==> src/rtl/ram_arb_pkg.sv <==
`default_nettype none
// ============================================================================
//  Module      : ram_arb_pkg
//  Description : Shared types and constants for the two-port RAM arbiter.
//                Selection enum, read-return tag and the pipe depth ceiling.
//  Revision    : 1.0  initial release
// ============================================================================
package ram_arb_pkg;

    // Which requester owns an access
    typedef enum logic {
        SEL_A = 1'b0,
        SEL_B = 1'b1
    } sel_t;

    // Read-return tag carried alongside the RAM read latency
    typedef struct packed {
        logic vld;
        sel_t owner;
    } rd_tag_t;

    // Deepest supported RAM read latency
    localparam int RD_LAT_MAX = 4;

    // Empty pipe slot
    localparam rd_tag_t TAG_NONE = '{vld: 1'b0, owner: SEL_A};

    // Round-robin helper: the side that did not win last time
    function automatic sel_t other_side(input sel_t s);
        return (s == SEL_A) ? SEL_B : SEL_A;
    endfunction

endpackage : ram_arb_pkg
`default_nettype wire

==> src/rtl/rd_tag_pipe.sv <==
`default_nettype none
// ============================================================================
//  Module      : rd_tag_pipe
//  Description : DEPTH-stage shift register of read tags. Each slot records
//                whether a RAM read was issued that cycle and who owns it, so
//                the tag emerges together with the RAM read data.
//  Revision    : 1.0  initial release
// ============================================================================
module rd_tag_pipe
    import ram_arb_pkg::*;
#(
    parameter int DEPTH = 1
) (
    input  logic    clk,
    input  logic    rst,
    input  rd_tag_t tag_i,
    output rd_tag_t tag_o
);

    rd_tag_t stage_q [DEPTH];

    // Shift tags one stage per cycle; reset drops every in-flight tag
    always_ff @(posedge clk) begin
        if (rst) begin
            for (int i = 0; i < DEPTH; i++) begin
                stage_q[i] <= TAG_NONE;
            end
        end else begin
            stage_q[0] <= tag_i;
            for (int i = 1; i < DEPTH; i++) begin
                stage_q[i] <= stage_q[i-1];
            end
        end
    end

    assign tag_o = stage_q[DEPTH-1];

endmodule : rd_tag_pipe
`default_nettype wire

==> src/rtl/ram_port_arbiter.sv <==
`default_nettype none
// ============================================================================
//  Module      : ram_port_arbiter
//  Description : Shares one single-port synchronous RAM between requesters A
//                and B. Round-robin grant each cycle, RAM pin mux from the
//                winner, read data steered back to its owner after RD_LAT.
//  Revision    : 1.0  initial release
// ============================================================================
module ram_port_arbiter
    import ram_arb_pkg::*;
#(
    parameter int DW     = 8,
    parameter int AW     = 8,
    parameter int RD_LAT = 1
) (
    input  logic          clk,
    input  logic          rst,
    // requester A
    input  logic          req_a,
    input  logic          we_a,
    input  logic [AW-1:0] adr_a,
    input  logic [DW-1:0] din_a,
    output logic          gnt_a,
    output logic          rvalid_a,
    output logic [DW-1:0] rdata_a,
    // requester B
    input  logic          req_b,
    input  logic          we_b,
    input  logic [AW-1:0] adr_b,
    input  logic [DW-1:0] din_b,
    output logic          gnt_b,
    output logic          rvalid_b,
    output logic [DW-1:0] rdata_b,
    // RAM pins
    output logic          ram_ce,
    output logic          ram_we,
    output logic [AW-1:0] ram_adr,
    output logic [DW-1:0] ram_din,
    input  logic [DW-1:0] ram_dout
);

    // Out-of-range latencies are clamped so the tag pipe always elaborates
    localparam int C_PIPE_DEPTH = (RD_LAT < 1)          ? 1 :
                                  (RD_LAT > RD_LAT_MAX) ? RD_LAT_MAX : RD_LAT;

    sel_t          last_sel_q;
    sel_t          last_sel_d;
    logic          w_gnt_a;
    logic          w_gnt_b;
    rd_tag_t       w_tag_in;
    rd_tag_t       w_tag_out;
    logic          w_rvalid_a;
    logic          w_rvalid_b;
    logic [DW-1:0] rdata_a_q;
    logic [DW-1:0] rdata_a_d;
    logic [DW-1:0] rdata_b_q;
    logic [DW-1:0] rdata_b_d;

    // Round-robin arbitration: a lone request wins at once, a tie goes to
    // the side that was not served last; nothing is granted while in reset
    always_comb begin
        w_gnt_a = 1'b0;
        w_gnt_b = 1'b0;
        if (!rst) begin
            if (req_a && req_b) begin
                if (other_side(last_sel_q) == SEL_A) begin
                    w_gnt_a = 1'b1;
                end else begin
                    w_gnt_b = 1'b1;
                end
            end else if (req_a) begin
                w_gnt_a = 1'b1;
            end else if (req_b) begin
                w_gnt_b = 1'b1;
            end
        end
    end

    // Remember the most recently served side; idle cycles keep history
    always_comb begin
        last_sel_d = last_sel_q;
        if (w_gnt_a) begin
            last_sel_d = SEL_A;
        end else if (w_gnt_b) begin
            last_sel_d = SEL_B;
        end
    end

    // Last-served register; starts at B so the first tie goes to A
    always_ff @(posedge clk) begin
        if (rst) begin
            last_sel_q <= SEL_B;
        end else begin
            last_sel_q <= last_sel_d;
        end
    end

    // RAM pin mux from the granted side; all pins parked low when idle
    always_comb begin
        ram_ce  = 1'b0;
        ram_we  = 1'b0;
        ram_adr = '0;
        ram_din = '0;
        if (w_gnt_a) begin
            ram_ce  = 1'b1;
            ram_we  = we_a;
            ram_adr = adr_a;
            ram_din = din_a;
        end else if (w_gnt_b) begin
            ram_ce  = 1'b1;
            ram_we  = we_b;
            ram_adr = adr_b;
            ram_din = din_b;
        end
    end

    // Tag every issued read with its owner; writes push an empty slot
    always_comb begin
        w_tag_in       = TAG_NONE;
        w_tag_in.vld   = ram_ce && !ram_we;
        w_tag_in.owner = w_gnt_b ? SEL_B : SEL_A;
    end

    rd_tag_pipe #(
        .DEPTH (C_PIPE_DEPTH)
    ) u_rd_tag_pipe (
        .clk   (clk),
        .rst   (rst),
        .tag_i (w_tag_in),
        .tag_o (w_tag_out)
    );

    // Steer returning data to its owner; each side keeps its last read value
    always_comb begin
        w_rvalid_a = !rst && w_tag_out.vld && (w_tag_out.owner == SEL_A);
        w_rvalid_b = !rst && w_tag_out.vld && (w_tag_out.owner == SEL_B);
        rdata_a_d  = w_rvalid_a ? ram_dout : rdata_a_q;
        rdata_b_d  = w_rvalid_b ? ram_dout : rdata_b_q;
    end

    // Hold registers for the per-side read data
    always_ff @(posedge clk) begin
        if (rst) begin
            rdata_a_q <= '0;
            rdata_b_q <= '0;
        end else begin
            rdata_a_q <= rdata_a_d;
            rdata_b_q <= rdata_b_d;
        end
    end

    assign gnt_a    = w_gnt_a;
    assign gnt_b    = w_gnt_b;
    assign rvalid_a = w_rvalid_a;
    assign rvalid_b = w_rvalid_b;
    assign rdata_a  = rdata_a_d;
    assign rdata_b  = rdata_b_d;

endmodule : ram_port_arbiter
`default_nettype wire
==> config.mk <==
export PLATFORM = sky130hd
export DESIGN_NAME = ram_port_arbiter
export DESIGN_NICKNAME = d
export VERILOG_FILES = /design/src/rtl/ram_arb_pkg.sv /design/src/rtl/rd_tag_pipe.sv /design/src/rtl/ram_port_arbiter.sv
export SDC_FILE = /design/constraint.sdc
export NUM_CORES = 1
export LEC_CHECK = 0
export CAP_MARGIN = 0
export CORE_ASPECT_RATIO = 2
export CORE_MARGIN = 1
export CORE_UTILIZATION = 35
export CTS_BUF_LIST = sky130_fd_sc_hd__clkbuf_4 sky130_fd_sc_hd__clkbuf_8
export DETAILED_ROUTE_END_ITERATION = 7
export PLACE_DENSITY = 0.86
export REMOVE_ABC_BUFFERS = 1
export SYNTH_ARGS = -nofsm -noshare
export SYNTH_HDL_FRONTEND = slang
export SYNTH_SLANG_ARGS = --single-unit
==> constraint.sdc <==
create_clock -name clk -period 2.7 [get_ports clk]
set_input_delay 0.81 -clock clk [delete_from_list [all_inputs] [get_ports clk]]
set_output_delay 0.81 -clock clk [all_outputs]
set_load 0.02 [all_outputs]
==> metrics.md <==
| Metric | Value |
|---|---|
| Status | complete, but fails checks |
| Failing checks | DRC |
| Initial antenna violation count | 0 |
| Startpoint types | input port |
| Post-layout nets | 286 |
| Drt first pass iters | 6 |
| Fraction of layout cells with a size suffix above 1 | 32.6% |
| Main synth FF type | dfxtp_1 |
| Die H | 85.0 um |
| Routed wire length | 3890 um |
| I/O pins | 84 |
| Largest net degree at the start of global routing | 26 |
| Most numerous cell in the Yosys netlist | nor2_1 |
| Max Buffers Root-to-Sink | 2 |
| Final setup viols | 0 |
| Die area | 0.00370 sq mm |
| Critical Path RT | 1.89 ns |
| Post-synth EDFFs | 0 |
| Core box area | 0.00323 sq mm |
| Crit path cell chain | clkdlybuf4s50_1 -> mux2_2 -> clkdlybuf4s15_1 |
| Finished Layout Cells | 270 |
| Power per cell area | 363 mW/mm^2 |
| TritonCTS clock tree | done |
| Min-delay worst type | flop to flop |
| Root buffer cell | clkbuf_8 |
| DR DRC count | 5 |
| Critical Path Max Stage Delay | 0.47 ns |
| Reg area | 380 sq um |
| Fmax | 373 MHz |
| Vias in the first global route | 1460 |
| Tmin final | 2.68 ns |
| Synth area leaders | dfxtp_1 (32%), mux2_2 (15%), a32oi_1 (12%) |
| Final hold violations | 0 |
| Antenna diode count | 0 |
| Area of the mapped netlist | 0.00121 sq mm |
| Post-Place Cells | 262 |
| Yosys Warn Count | 0 |
| Leak | 1.07 nW |
| Avg Vias per Cell | 5.35 |
| Multi-input logic area | 757 sq um |
| Clock Skews | 0.00295 ns |
| DRT iter0 DRCs | 20 |
| Max IR drop VDD | 0.207 mV |
| Post-synthesis sequential area ratio | 31.5% |
| Post-synth ARST share | 0% |
| CP Class | input port to output pin |
| CP endpoint kind | output pin |
| Synth top area share | 31.5% |
| Avg WL per Cell | 14.4 um |
| Relative slew slack | 64.0% |
| Final Wtd Congestion | 0.793 |
| Period utilization | 99.2% |
| Final Hold Slack | 0.457 ns |
| Skew-Pair Late Insertion Delay | 0.25 ns |
| Mean Syn Cell Area | 8.43 sq um |
| Mapped Cells | 143 |
| Layout fillers | 254 |
| H-Tree Depth | 1 |
| Layout area overhead | 77.9% |
| RSZ-0062 raised after global routing | yes |
| TritonCTS Buffers | 3 |
| Data arrival, critical path | 1.87 ns |
| Starting Density | 37.3% |
| Slew Limit Fails | 0 |
| Total number of vias | 1444 |
| Dpl hpwl | 2840 um |
| Clk slew on worst S/H paths | 0.07 ns |
| FF+latch count, synth | 19 |
| Worst-margin pin slew | 0.540 ns |
| Buffers on Ports | 83 |
| Antenna Violating Nets Remaining | 0 |
| Overall Global Routing Usage | 21.9% |
| Critical-path top delay cell | clkdlybuf4s50_1 |
| Rows | 29 |
| CTS sink count | 19 |
| Global-route wire length before repair | 6230 um |
| Die width | 43.5 um |
| CP Max Fanout | 3 |
| Max Cap Violations | 0 |
| Distinct cells, synth | 20 |
| Power, Total | 779 uW |
| Synth top cells by count | nor2_1 (29), dfxtp_1 (19), a32oi_1 (17) |
| Grt ovf | 0 |
| Area leader, netlist | dfxtp_1 |
## layer usage
layer / global-route usage (%) / vias up / share of wire (%)
met3: 3.40 / 4 / 6.4
li1: - / 707 / -
met2: 42.1 / 76 / 56
met1: 22.2 / 657 / 36
met5: 0 / - / 0
met4: 8.52 / 0 / 1.3
## registers in the layout, summed over array words and instances, names as in the netlist
| signal | flops |
|---|---|
| rdata_a_q | 8 |
| last_sel_q | 1 |
| u_rd_tag_pipe.stage_q | 2 |
| rdata_b_q | 8 |
## path summary, 6_finish.rpt
| kind | startpoint | end | slack, ns | cells past startpoint |
|---|---|---|---|---|
| hold / removal | rdata_b_q[2] | rdata_b_q[2] | 0.46 | 2 |
| setup reg to reg | u_rd_tag_pipe.stage_q[0][0] | rdata_a_q[0] | 1.11 | 4 |
| hold reg to reg | rdata_b_q[2] | rdata_b_q[2] | 0.46 | 2 |
| setup / recovery | ram_dout[0] | rdata_b[0] | 0.02 | 3 |
## area by class of cell
cell class / instances / area share [%]
clock buffers: 4 / 2.27
flip-flops and latches: 19 / 17.7
inverters: 1 / 0.175
multi-input cells: 108 / 35.3
repair buffers: 107 / 42.7
well taps: 31 / 1.81
## power by group
part	internal, mW	switching [mW]
logic	0.148	0.126
clock network	0.115	0.0912
registers	0.291	0.00894
## what timing repair did
item | in CTS | in global routing
hold buffers | 0 | 0
pin swaps | 3 | 1
gates cloned | 3 | 0
resized for setup | 128 | 14
buffers inserted | 1 | 0
endpoints found under the setup margin | 38 | 17
## worst max-delay path, delay by kind of cell
| family | cells | cell delay (ns) |
|---|---|---|
| buf+inv | 2 | 0.77 |
| mux | 1 | 0.29 |
## kinds of logic after synthesis
group,after synthesis,synth area share [%]
flip-flops,19,31.5
AND/OR/NAND/NOR,56,21.4
buffers and inverters,16,8.19
AO/OA/AOI/OAI,28,17.3
multiplexers,24,21.6
## placed cells by master (no fill, tap or decap)
cell,instances
a21boi_4,1
nor3b_2,1
buf_4,21
clkbuf_4,1
buf_12,1
a21oi_1,8
dfxtp_1,19
o31ai_1,1
nand2b_1,2
clkbuf_2,2
nand2_1,12
clkdlybuf4s50_1,42
nor2b_1,2
buf_2,24
clkdlybuf4s15_1,2
nand2b_4,1
a32oi_2,1
dlygate4sd2_1,9
clkbuf_8,3
o21ai_0,1
buf_6,4
mux2_2,15
mux2_4,1
dlymetal6s2s_1,1
mux2i_1,8
nand3_1,8
nand3b_4,1
a32oi_1,16
bufbuf_16,1
nor2_1,29
inv_1,1
## stage by stage
| step | setup WS, ns | utilization, % | TNS, ns | cell area (sq um) |
|---|---|---|---|---|
| finish | 0.0215 | 66.4 | 0 | 2150 |
| global route | -0.00422 | 66.4 | -0.00632 | 2150 |
| CTS | 0.00100 | 66.8 | 0 | 2160 |
| detailed placement | -0.745 | 66.4 | -23.35 | 2140 |
| global placement | -0.714 | 66.4 | -22.20 | 2140 |
| floorplan | -0.0920 | - | -1.58 | 1110 |
Power figures use the tool's default switching activity.
